[src/rtl/rf_wb_arbiter_if.sv]
// Register-file writeback bus: pipeline/divider/load writeback sources, long-latency
// issue with scoreboard, operand hazard checks and the registered RF write port.
interface rf_wb_arbiter_if;
    logic        pipe_wb_valid;
    logic [4:0]  pipe_wb_idx;
    logic [31:0] pipe_wb_data;

    logic        div_valid;
    logic [4:0]  div_idx;
    logic [31:0] div_data;
    logic        div_ready;

    logic        mem_valid;
    logic [4:0]  mem_idx;
    logic [31:0] mem_data;
    logic        mem_ready;

    logic        issue_valid;
    logic [4:0]  issue_idx;
    logic        issue_ready;

    logic [4:0]  chk_rj_idx;
    logic [4:0]  chk_rk_idx;
    logic        rj_hazard;
    logic        rk_hazard;

    logic        rf_we;
    logic [4:0]  rf_idx;
    logic [31:0] rf_data;
    logic [31:0] pending;

    // Requesting side: the pipeline, divider, load unit and issue stage.
    modport master (
        output pipe_wb_valid, pipe_wb_idx, pipe_wb_data,
        output div_valid, div_idx, div_data,
        input  div_ready,
        output mem_valid, mem_idx, mem_data,
        input  mem_ready,
        output issue_valid, issue_idx,
        input  issue_ready,
        output chk_rj_idx, chk_rk_idx,
        input  rj_hazard, rk_hazard,
        input  rf_we, rf_idx, rf_data, pending
    );

    // Arbiter side.
    modport slave (
        input  pipe_wb_valid, pipe_wb_idx, pipe_wb_data,
        input  div_valid, div_idx, div_data,
        output div_ready,
        input  mem_valid, mem_idx, mem_data,
        output mem_ready,
        input  issue_valid, issue_idx,
        output issue_ready,
        input  chk_rj_idx, chk_rk_idx,
        output rj_hazard, rk_hazard,
        output rf_we, rf_idx, rf_data, pending
    );
endinterface

[src/rtl/rf_wb_arbiter.sv]
// Single-port register-file writeback arbiter: pipeline has priority, divider and load
// return share round-robin; a pending-bit scoreboard tracks outstanding long-latency results.
module rf_wb_arbiter #(
    parameter bit WAW_STALL = 1'b1
) (
    input logic            clk,
    input logic            rstn,
    rf_wb_arbiter_if.slave bus
);
    typedef enum logic {SRC_DIV = 1'b0, SRC_MEM = 1'b1} src_e;

    src_e        last_grant;
    logic        div_gnt;
    logic        mem_gnt;
    logic        any_gnt;
    logic        issue_ok;
    logic [4:0]  wr_idx;
    logic [31:0] wr_data;
    logic [31:0] set_mask;
    logic [31:0] clr_mask;
    logic        rf_we_q;
    logic [4:0]  rf_idx_q;
    logic [31:0] rf_data_q;
    logic [31:0] pending_q;

    // Readies are gated by rstn so no handshake can complete while reset is held.
    always_comb begin
        div_gnt = rstn && !bus.pipe_wb_valid && bus.div_valid &&
                  (!bus.mem_valid || last_grant == SRC_MEM);
        mem_gnt = rstn && !bus.pipe_wb_valid && bus.mem_valid &&
                  (!bus.div_valid || last_grant == SRC_DIV);
        issue_ok = rstn && ((WAW_STALL == 1'b0) || !pending_q[bus.issue_idx] ||
                            (bus.issue_idx == 5'd0));
    end

    // NOTE: every always_comb output gets a default first so no latch is inferred.
    always_comb begin
        wr_idx   = bus.pipe_wb_idx;
        wr_data  = bus.pipe_wb_data;
        set_mask = '0;
        clr_mask = '0;
        if (div_gnt) begin
            wr_idx  = bus.div_idx;
            wr_data = bus.div_data;
        end else if (mem_gnt) begin
            wr_idx  = bus.mem_idx;
            wr_data = bus.mem_data;
        end
        any_gnt = bus.pipe_wb_valid || div_gnt || mem_gnt;
        if (div_gnt || mem_gnt)
            clr_mask[wr_idx] = 1'b1;
        if (bus.issue_valid && issue_ok && bus.issue_idx != 5'd0)
            set_mask[bus.issue_idx] = 1'b1;
    end

    // NOTE: sequential state uses non-blocking assignments only.
    always_ff @(posedge clk or negedge rstn) begin
        if (!rstn) begin
            rf_we_q    <= 1'b0;
            rf_idx_q   <= 5'd0;
            rf_data_q  <= 32'd0;
            pending_q  <= 32'd0;
            last_grant <= SRC_MEM;
        end else begin
            rf_we_q <= any_gnt && (wr_idx != 5'd0);
            if (any_gnt) begin
                rf_idx_q  <= wr_idx;
                rf_data_q <= wr_data;
            end
            // Set wins over a same-cycle clear; register 0 never becomes pending.
            pending_q <= ((pending_q & ~clr_mask) | set_mask) & ~32'd1;
            if (div_gnt)
                last_grant <= SRC_DIV;
            else if (mem_gnt)
                last_grant <= SRC_MEM;
        end
    end

    function automatic logic hazard(input logic [4:0] idx);
        return (idx != 5'd0) && (pending_q[idx] || (rf_we_q && rf_idx_q == idx));
    endfunction

    assign bus.div_ready   = div_gnt;
    assign bus.mem_ready   = mem_gnt;
    assign bus.issue_ready = issue_ok;
    assign bus.rj_hazard   = hazard(bus.chk_rj_idx);
    assign bus.rk_hazard   = hazard(bus.chk_rk_idx);
    assign bus.rf_we       = rf_we_q;
    assign bus.rf_idx      = rf_idx_q;
    assign bus.rf_data     = rf_data_q;
    assign bus.pending     = pending_q;
endmodule

[src/flat_wrapper.sv]
// flat-port wrapper written by rule: the top's interface ports become plain ports
module rf_wb_arbiter_flat 
#(
    parameter bit WAW_STALL = 1'b1
)
  (clk, rstn, bus_pipe_wb_valid, bus_pipe_wb_idx, bus_pipe_wb_data, bus_div_valid, bus_div_idx, bus_div_data, bus_div_ready, bus_mem_valid, bus_mem_idx, bus_mem_data, bus_mem_ready, bus_issue_valid, bus_issue_idx, bus_issue_ready, bus_chk_rj_idx, bus_chk_rk_idx, bus_rj_hazard, bus_rk_hazard, bus_rf_we, bus_rf_idx, bus_rf_data, bus_pending);
  rf_wb_arbiter_if bus_i ();
  input logic clk;
  input logic rstn;
  input wire logic [$bits(bus_i.pipe_wb_valid)-1:0] bus_pipe_wb_valid;
  input wire logic [$bits(bus_i.pipe_wb_idx)-1:0] bus_pipe_wb_idx;
  input wire logic [$bits(bus_i.pipe_wb_data)-1:0] bus_pipe_wb_data;
  input wire logic [$bits(bus_i.div_valid)-1:0] bus_div_valid;
  input wire logic [$bits(bus_i.div_idx)-1:0] bus_div_idx;
  input wire logic [$bits(bus_i.div_data)-1:0] bus_div_data;
  output wire logic [$bits(bus_i.div_ready)-1:0] bus_div_ready;
  input wire logic [$bits(bus_i.mem_valid)-1:0] bus_mem_valid;
  input wire logic [$bits(bus_i.mem_idx)-1:0] bus_mem_idx;
  input wire logic [$bits(bus_i.mem_data)-1:0] bus_mem_data;
  output wire logic [$bits(bus_i.mem_ready)-1:0] bus_mem_ready;
  input wire logic [$bits(bus_i.issue_valid)-1:0] bus_issue_valid;
  input wire logic [$bits(bus_i.issue_idx)-1:0] bus_issue_idx;
  output wire logic [$bits(bus_i.issue_ready)-1:0] bus_issue_ready;
  input wire logic [$bits(bus_i.chk_rj_idx)-1:0] bus_chk_rj_idx;
  input wire logic [$bits(bus_i.chk_rk_idx)-1:0] bus_chk_rk_idx;
  output wire logic [$bits(bus_i.rj_hazard)-1:0] bus_rj_hazard;
  output wire logic [$bits(bus_i.rk_hazard)-1:0] bus_rk_hazard;
  output wire logic [$bits(bus_i.rf_we)-1:0] bus_rf_we;
  output wire logic [$bits(bus_i.rf_idx)-1:0] bus_rf_idx;
  output wire logic [$bits(bus_i.rf_data)-1:0] bus_rf_data;
  output wire logic [$bits(bus_i.pending)-1:0] bus_pending;
  assign bus_i.pipe_wb_valid = bus_pipe_wb_valid;
  assign bus_i.pipe_wb_idx = bus_pipe_wb_idx;
  assign bus_i.pipe_wb_data = bus_pipe_wb_data;
  assign bus_i.div_valid = bus_div_valid;
  assign bus_i.div_idx = bus_div_idx;
  assign bus_i.div_data = bus_div_data;
  assign bus_div_ready = bus_i.div_ready;
  assign bus_i.mem_valid = bus_mem_valid;
  assign bus_i.mem_idx = bus_mem_idx;
  assign bus_i.mem_data = bus_mem_data;
  assign bus_mem_ready = bus_i.mem_ready;
  assign bus_i.issue_valid = bus_issue_valid;
  assign bus_i.issue_idx = bus_issue_idx;
  assign bus_issue_ready = bus_i.issue_ready;
  assign bus_i.chk_rj_idx = bus_chk_rj_idx;
  assign bus_i.chk_rk_idx = bus_chk_rk_idx;
  assign bus_rj_hazard = bus_i.rj_hazard;
  assign bus_rk_hazard = bus_i.rk_hazard;
  assign bus_rf_we = bus_i.rf_we;
  assign bus_rf_idx = bus_i.rf_idx;
  assign bus_rf_data = bus_i.rf_data;
  assign bus_pending = bus_i.pending;
  rf_wb_arbiter #(.WAW_STALL(WAW_STALL)) u_core (.clk(clk), .rstn(rstn), .bus(bus_i));
endmodule
[config.mk]
export PLATFORM = sky130hd
export DESIGN_NAME = rf_wb_arbiter_flat
export DESIGN_NICKNAME = d
export VERILOG_FILES = /design/src/rtl/rf_wb_arbiter_if.sv /design/src/rtl/rf_wb_arbiter.sv /design/src/flat_wrapper.sv
export SDC_FILE = /design/constraint.sdc
export NUM_CORES = 1
export LEC_CHECK = 0
export BUFFER_PORTS_ARGS = -buffer_cell sky130_fd_sc_hd__buf_4
export CORE_MARGIN = 2
export CORE_UTILIZATION = 43
export DETAILED_ROUTE_END_ITERATION = 16
export PLACE_DENSITY = 0.77
export SLEW_MARGIN = 20
export SYNTH_ARGS = -nofsm -noshare
export SYNTH_HDL_FRONTEND = slang
export SYNTH_SLANG_ARGS = --single-unit
[constraint.sdc]
create_clock -name clk -period 2.6 [get_ports clk]
set_input_delay 0.52 -clock clk [delete_from_list [all_inputs] [get_ports clk]]
set_output_delay 0.52 -clock clk [all_outputs]
set_load 0.005 [all_outputs]
==> run metrics, run 1 <==
Worst-Margin Slew=652 ps; Synth Area in Compound Gates=0.243; top cell type's share of synthesized area=0.381; clk_skew=10.1 ps; Sink Count=70; fmax=363 MHz; Final Critical Period=2760 ps; worst hold-check path type=input pin to asynchronous set/reset pin; vias in the first global route=4930; FP Rows=37; CP cell instances=mux4_2 -> mux4_2 -> nand2b_4 -> a22o_1 -> buf_4; fin crit share=1.06; placed cell area=6200 um2; DR DRC count=0; Synth Warn #=0; Rel. slew slack=0.565; pwr dens=589 nW/um2; WP data arrival=2240 ps; # port buffers=205; P&R area growth vs syn=47.3%; multiplexer share of the synthesized area=0.138; Initial Util=0.440; Setup WS pre-CTS=-59.7 ps; Total Die Area=11400 um2; CP startpoint kind=register; Mapped Cells=509; Routed WL=16800 um; CTS buffer count=9; clock root cell=clkbuf_8; Worst setup EP type=output port; # diodes=0; Top-Level Pins=207; vias per inst=5.88; most frequent cells in the layout=243 x buf_4, 82 x nand2_1, 75 x o21ai_0; CTS clock-pin slew for the worst setup and hold paths=80 ps; number of flops mapped to enable cells by yosys=0; DP HPWL=12200 um; post-route non-filler standard cell count=866; Clock H-tree levels=3; final net count=857; ANT nets after route=0; worst path bufs/invs=1; synthesized flop and latch total=70; commonest non-fill, non-tap cell in the layout=buf_4; VDD IR max=0.000310 V; CTS tree=done; final hold violations=0; Clock Latency Late Sink=360 ps; synth unique cells=39; most used cell, CP=mux4_2; first-pass GRT wire length=25300 um; WS Path Type=register to output port; Crit path largest cell delay=490 ps; Avg WL per Cell=19.4 um; hold_ws=129 ps; gr ovfl total=0; Final Cell Area=6670 um2; pins over their slew limit=0; top_reg_cell synth=dfrtp_1; routability congestion estimate=0.905; Syn Area/Cell=8.89 um2; ranking of synthesized cells by area=dfrtp_1 38%, mux4_2 11%, o21ai_0 8.4%, a21oi_1 7.1%, nand2_1 6.8%; status=finished with violations; Synth Area in Adders=0; GRT Overall Usage=0.288; largest family of logic cells by synthesized area=compound AO/OA/AOI/OAI gates; failing checks=negative setup slack; Synth area leader=dfrtp_1; final total power=3.93 mW; Leak=3.04 nW; simple-gate share of the synthesized area=0.165; drt initial violations=476; MaxCap Viol Count=0; total core area=10300 um2; xor/xnor share of the synthesized area=0.0193; syn nets=641; Cells after DPL=824; layout cells sized above 1=0.433; WP data required=2080 ps; setup ws final=-156 ps; Post-synth ARST share=1.00; Post-Syn Area=4530 um2; Max Fanout on Critical Path=3; # setup viols final=3; Max clock buf depth=2; CP max-delay cell=mux4_2; delay-heaviest family, CP=multiplexers; Chip Height=107 um; register area share after synthesis=0.387; largest net degree at the start of global routing=65; RSZ-0062 raised after global routing=true; DRT Pass-1 Iters=5; initial antenna violation count=0; Vias=5092; Die Wd=107 um
## report_power, final
group	internal, mW	switching [mW]	total, mW
clock	0.496	0.436	0.932
sequential	1.29	0.216	1.51
combinational	0.850	0.640	1.49
total	2.64	1.29	3.93
## metal layers
| metal | vias up | share of wire | GRT usage |
|---|---|---|---|
| li1 | 2320 | - | - |
| met2 | 338 | 0.49 | 0.469 |
| met5 | - | 0 | 0 |
| met1 | 2384 | 0.38 | 0.363 |
| met3 | 50 | 0.10 | 0.0827 |
| met4 | 0 | 0.030 | 0.116 |
## final timing paths
| check | depth (start not counted) | end | slack (ps) | startpoint |
|---|---|---|---|---|
| setup reg to reg | 6 | u_core.bus.pending[16] | 170 | u_core.last_grant |
| min in group clk | 3 | u_core.bus.rf_data[26] | 450 | bus_div_data[26] |
| hold / removal | 1 | u_core.last_grant | 130 | rstn |
| hold reg to reg | 2 | u_core.bus.rf_data[17] | 480 | u_core.bus.rf_data[17] |
| max in group asynchronous | 3 | u_core.bus.pending[26] | 1660 | rstn |
| setup / recovery | 5 | bus_rj_hazard | -160 | u_core.bus.pending[15] |
## metrics by stage
step	utilization	setup TNS [ps]
2_1_floorplan	-	0
3_3_place_gp	0.604	-42.9
3_5_place_dp	0.604	-89.2
4_1_cts	0.642	-201
5_1_grt	0.649	-382
6_report	0.649	-233
## logic make-up after synthesis
group,Yosys count
AO/OA/AOI/OAI,190
AND/OR/NAND/NOR,159
flip-flops,70
buffers and inverters,48
multiplexers,31
XOR/XNOR,10
other,1
## area by class of cell
| class | instances | area, um2 |
|---|---|---|
| clock buffer | 11 | 151 |
| fill | 862 | 3610 |
| timing repair buffer | 248 | 1900 |
| sequential | 70 | 1770 |
| clock inverter | 5 | 56.3 |
| tap | 136 | 170 |
| inverter | 5 | 18.8 |
| multi-input combinational | 391 | 2600 |
## flip-flops by register name, summed over array words and instances (netlist names)
name                flops
u_core.bus.rf_idx       5
u_core.last_grant       1
u_core.bus.rf_we        1
u_core.bus.pending     31
u_core.bus.rf_data     32
## synth_stat cells, types with 2 or more instances
cell type and count:
nand3_1 37, a22o_1 2, xnor2_1 2, and3b_1 2, mux4_2 22, buf_6 3
mux4_1 2, a32oi_1 6, dfrtp_1 69, nand2_1 82, xor2_1 8, nand2b_1 7
o2bb2ai_1 4, nor3b_1 3, buf_2 3, mux2i_1 2, nor2b_1 2, buf_1 10
a2bb2oi_1 3, nand3b_1 8, nor2_1 7, o31ai_1 32, inv_1 5, or3_1 3
clkbuf_1 26, a21oi_1 64, nor4_1 4, o21ai_0 76, mux2_2 5
## repair_timing
| action | in CTS | in global routing |
|---|---|---|
| hold buffers | 0 | 0 |
| endpoints found under the setup margin | 2 | 4 |
| buffers inserted | 21 | 5 |
| pin swaps | 1 | 2 |
| gates cloned | 0 | 0 |
| resized for setup | 17 | 7 |
No activity file was read; power rests on OpenSTA's default activity.
==> inputs of run 2 (changes only) <==
--- a/config.mk
+++ b/config.mk
@@ -8,8 +8,10 @@
 export BUFFER_PORTS_ARGS = -buffer_cell sky130_fd_sc_hd__buf_4
 export CORE_MARGIN = 2
 export CORE_UTILIZATION = 43
+export CTS_CLUSTER_DIAMETER = 200
 export DETAILED_ROUTE_END_ITERATION = 16
 export PLACE_DENSITY = 0.77
+export RECOVER_POWER = 25
 export SLEW_MARGIN = 20
 export SYNTH_ARGS = -nofsm -noshare
 export SYNTH_HDL_FRONTEND = slang
==> constraint.sdc (replaced) <==
create_clock -name clk -period 2.5 [get_ports clk]
set_input_delay 0.5 -clock clk [delete_from_list [all_inputs] [get_ports clk]]
set_output_delay 0.5 -clock clk [all_outputs]
set_load 0.005 [all_outputs]
==> run metrics, run 2 (same netlist as run 1, synthesis figures left out) <==
status=finished with violations; failing checks=max-capacitance violations, max-slew violations, negative setup slack; WP data arrival=2210 ps (-30 ps); Final Critical Period=2710 ps; most frequent cells in the layout=237 x buf_4, 81 x nand2_1, 74 x o21ai_0; final hold violations=0 (unchanged); Max Fanout on Critical Path=3 (unchanged); layout cells sized above 1=0.444 (+0.0114); most used cell, CP=mux4_2; total core area=10300 um2 (unchanged); Avg WL per Cell=19.7 um (+1.5%); DP HPWL=12700 um (+3.9%); routability congestion estimate=0.886 (-2.2%); met1 wire length=6330 um (about the same); Chip Height=107 um (unchanged); CTS buffer count=9 (unchanged); Worst-Margin Slew=1710 ps (+1060 ps); worst setup path startpoint=u_core.bus.pending[15]; Initial Util=0.440 (unchanged); drt initial violations=469 (-1.5%); Final Cell Area=6740 um2 (+1.1%); Clock H-tree levels=3 (unchanged); largest net degree at the start of global routing=70 (+7.7%); commonest non-fill, non-tap cell in the layout=buf_4; Top Layer Used=met4; worst hold-check path type=input pin to asynchronous set/reset pin; Vias=5148 (+1.1%); Crit path largest cell delay=490 ps (about the same); WP data required=2000 ps (-80 ps); WS Path Type=register to output port; DRT Pass-1 Iters=6 (+1); Leak=3.05 nW (+0.37%); # diodes=0 (unchanged); Hold Buf Count CTS=0 (unchanged); Core Util, Final=0.656 (+0.00730); WL met3=1550 um (-12%); vias per inst=5.97 (+1.5%); vias in the first global route=5153 (+4.5%); Die Wd=107 um (unchanged); clock root cell=clkbuf_8; DR DRC count=0 (unchanged); Max clock buf depth=2 (unchanged); CTS clock-pin slew for the worst setup and hold paths=90 ps (about the same); pwr dens=618 nW/um2 (+5.0%); GRT Overall Usage=0.294 (+0.00555); Worst setup EP type=output port; max FFs per register=32 (unchanged); CTS tree=done; CP max-delay cell=mux4_2; Clock Latency Late Sink=350 ps (about the same); pins over their slew limit=70 (+70); final net count=854 (-0.35%); # setup viols final=4 (+1); clk_skew=13.1 ps (+3.06 ps); RSZ-0062 raised after global routing=true; setup ws final=-209 ps (-53.0 ps); FF-to-FF Start=u_core.bus.pending[4]; MaxCap Viol Count=1 (+1); DR WL met2=8480 um (+3.2%); CP cell instances=mux4_2 -> mux4_2 -> nand2b_4 -> a22o_1 -> buf_4; fmax=369 MHz; Routed WL=17000 um (+1.1%); VDD IR max=0.000345 V (+11%); Rel. slew slack=-0.142 (-0.707); CP startpoint kind=register; first-pass GRT wire length=26100 um (+3.1%); fin crit share=1.08; initial antenna violation count=0 (unchanged); Top-Level Pins=207 (unchanged); Total Die Area=11400 um2 (unchanged); ANT nets after route=0 (unchanged); gr ovfl total=0 (unchanged); Sink Count=70 (unchanged); P&R area growth vs syn=48.9%; FP Rows=37 (unchanged); placed cell area=6280 um2 (+1.3%); # port buffers=205 (unchanged)
-- run 2: final timing paths --
path / end / slack, ps / depth (start not counted)
hold / removal: u_core.last_grant / 330 / 1
setup / recovery: bus_rj_hazard / -210 / 5
min in group clk: u_core.bus.rf_data[30] / 430 / 3
max in group asynchronous: u_core.bus.pending[31] / 350 / 2
setup reg to reg: u_core.bus.pending[24] / 90 / 9
hold reg to reg: u_core.bus.rf_data[31] / 480 / 2
-- run 2: where the power goes --
part           total [mW]  switching [mW]  internal [mW]
combinational        1.54           0.661          0.875
clock                1.07           0.471          0.596
sequential           1.57           0.227           1.34
-- run 2: layout make-up --
class	count	area (um2)
clock buffer	10	138
inverter	5	22.5
clock inverter	6	93.8
fill	868	3540
tap	136	170
sequential	70	1770
multi-input combinational	391	2670
timing repair buffer	245	1880
-- run 2: metal layers --
| metal | vias up | global-route usage |
|---|---|---|
| li1 | 2310 | - |
| met1 | 2465 | 0.363 |
| met3 | 62 | 0.0620 |
| met5 | - | 0 |
| met2 | 311 | 0.491 |
| met4 | 0 | 0.142 |
-- run 2: worst max-delay path: cells and delay by family (launching register included) --
family / cells / cell delay [ps]
muxes: 2 / 980
DFF: 1 / 430
and+or+nand+nor: 1 / 150
AOI/OAI and AO/OA: 1 / 170
buffers and inverters: 1 / 130
-- run 2: what timing repair did --
action | 4_1_cts | 5_1_grt
setup endpoints to repair | 3 | 33
setup buffers | 10 | 4
pin swaps | 3 | 2
gates resized for setup | 11 | 25
-- run 2: metrics by stage --
stage                     std cells  setup slack, ps  power (mW)  setup TNS [ps]  hold WS (ps)
after detailed placement        833             -127        2.97           -1450           471
after floorplan                 509             47.0        2.15               0           204
after global placement          833             -112        2.91            -169           466
final                           863             -209        4.17            -504           333
after global routing            863             -243        4.37           -1260           309
after CTS                       859             -200        4.11            -502           123
==> inputs of run 3 (changes only) <==
--- a/config.mk
+++ b/config.mk
@@ -7,9 +7,10 @@
 export LEC_CHECK = 0
 export BUFFER_PORTS_ARGS = -buffer_cell sky130_fd_sc_hd__buf_4
 export CORE_MARGIN = 2
-export CORE_UTILIZATION = 43
+export CORE_UTILIZATION = 45
 export CTS_CLUSTER_DIAMETER = 200
 export DETAILED_ROUTE_END_ITERATION = 16
+export MAX_ROUTING_LAYER = met4
 export PLACE_DENSITY = 0.77
 export RECOVER_POWER = 25
 export SLEW_MARGIN = 20
==> constraint.sdc (replaced) <==
create_clock -name clk -period 2.95 [get_ports clk]
set_input_delay 0.59 -clock clk [delete_from_list [all_inputs] [get_ports clk]]
set_output_delay 0.59 -clock clk [all_outputs]
set_load 0.005 [all_outputs]
==> run metrics, run 3 (same netlist as run 1, synthesis figures left out) <==
# port buffers=205 (unchanged); CTS tree=done; Final Cell Area=6390 um2 (-5.2%); status=finished with violations; Worst-Margin Slew=1590 ps (-125 ps); total core area=9770 um2 (-4.9%); vias per inst=6.00 (+0.54%); Total Die Area=10900 um2 (-4.3%); Max Fanout on Critical Path=5 (+2); fin crit share=0.961; fmax=353 MHz; Rel. slew slack=-0.0584 (+0.0832); WP data required=2360 ps (+360 ps); drt initial violations=472 (+0.64%); Vias=5002 (-2.8%); Sink Count=70 (unchanged); DP HPWL=12400 um (-2.3%); CP startpoint kind=register; met2 Track Usage GR=0.496 (+0.00536); largest net degree at the start of global routing=66 (-5.7%); ANT nets after route=0 (unchanged); Top-Level Pins=207 (unchanged); Clock Latency Late Sink=340 ps (about the same); Chip Height=104 um (-2.2%); VDD IR max=0.000230 V (-33%); Fillers=822 (-5.3%); Avg WL per Cell=19.4 um (-1.5%); MaxCap Viol Count=1 (unchanged); FP Rows=36 (-2.7%); Core Util, Final=0.654 (-0.00234); first-pass GRT wire length=25100 um (-3.6%); final hold violations=0 (unchanged); initial antenna violation count=0 (unchanged); clock root cell=clkbuf_8; GRT Max-Usage Layer=met2; worst hold-check path type=input pin to asynchronous set/reset pin; Final Critical Period=2840 ps; commonest non-fill, non-tap cell in the layout=buf_4; WS Path Type=register to output port; setup TNS=0 ps (+504 ps); vias in the first global route=4849 (-5.9%); WP data arrival=2250 ps (+40 ps); P&R area growth vs syn=41.1%; gr ovfl total=0 (unchanged); Max clock buf depth=2 (unchanged); Die Wd=104 um (-2.2%); failing checks=max-capacitance violations, max-slew violations; layout cells sized above 1=0.378 (-0.0663); most frequent cells in the layout=216 x buf_4, 82 x nand2_1, 76 x o21ai_0; final net count=828 (-3.0%); CTS buffer count=9 (unchanged); RSZ-0062 raised after global routing=false; pins over their slew limit=29 (-59%); Leak=2.90 nW (-5.1%); routability congestion estimate=0.917 (+3.5%); # diodes=0 (unchanged); Initial Util=0.463 (+0.0227); DR DRC count=0 (unchanged); R2R cell count=6 (-3); # setup viols final=0 (-4); global routing usage on met3=0.0570 (-0.00499); placed cell area=6170 um2 (-1.9%); met1 Track Usage GR=0.364 (+0.00127); DRT Pass-1 Iters=9 (+3); Clock H-tree levels=3 (unchanged); max FFs per register=32 (unchanged); pwr dens=520 nW/um2 (-16%); Hold Buf Count CTS=0 (unchanged); clk_skew=7.78 ps (-5.33 ps); Routed WL=16200 um (-4.8%); Worst setup EP type=output port; CTS clock-pin slew for the worst setup and hold paths=80 ps (about the same); GRT Overall Usage=0.299 (+0.00554)
-- run 3: cell count changes in the layout (fill, tap and decap cells not counted), moves of 11 or more --
cell / delta
dfrtp_2: -12
dfrtp_1: +12
buf_4: -21
o31ai_2: -11
o31ai_1: +11
-- run 3: layer usage --
layer  wire, um  up-vias
li1           -     2265
met1       6190     2380
met2       8120      307
met3       1360       50
met4        515        0
met5          0        -
-- run 3: through the flow --
stage / power (mW) / setup WS (ps) / hold slack, ps / instances
after floorplan: 1.82 / 13.7 / 294 / 509
after global placement: 2.40 / 94.9 / 466 / 818
after detailed placement: 2.45 / 69.4 / 472 / 818
after CTS: 3.31 / 69.1 / 101 / 834
after global routing: 3.48 / 29.4 / 110 / 834
final: 3.32 / 114 / 108 / 834
-- run 3: area by class of cell --
cell class	instances	area [um2]	share of cell area
clock inverters	5	81.3	0.0127
repair buffers	219	1660	0.259
flip-flops and latches	70	1750	0.274
multi-input cells	391	2570	0.402
clock buffers	11	141	0.0221
inverters	5	18.8	0.00294
well taps	133	166	0.0260
-- run 3: timing repair --
item,CTS,global route
gates resized for setup,0,1
buffers inserted,0,0
setup endpoints to repair,0,1
-- run 3: power breakdown --
group	switching [mW]	total (mW)	internal, mW
sequential	0.212	1.34	1.13
combinational	0.482	1.11	0.631
clock	0.367	0.868	0.501
total	1.06	3.32	2.26
-- run 3: worst paths after layout --
| path | startpoint | to | slack [ps] |
|---|---|---|---|
| worst max-delay path | u_core.bus.pending[15] | bus_rj_hazard | 110 |
| worst min-delay path | rstn | u_core.bus.rf_idx[1] | 110 |
| worst max register to register | u_core.last_grant | u_core.bus.pending[8] | 450 |
| worst min register to register | u_core.bus.rf_data[8] | u_core.bus.rf_data[8] | 490 |
| max in group asynchronous | rstn | u_core.bus.pending[3] | 670 |
| min in group clk | u_core.bus.rf_data[8] | u_core.bus.rf_data[8] | 490 |
-- run 3: worst max-delay path, cell delays in order (launching register included) --
cell,delay [ps]
dfrtp_1,450
mux4_2,490
mux4_2,500
nand2b_1,160
a22o_1,180
buf_4,130
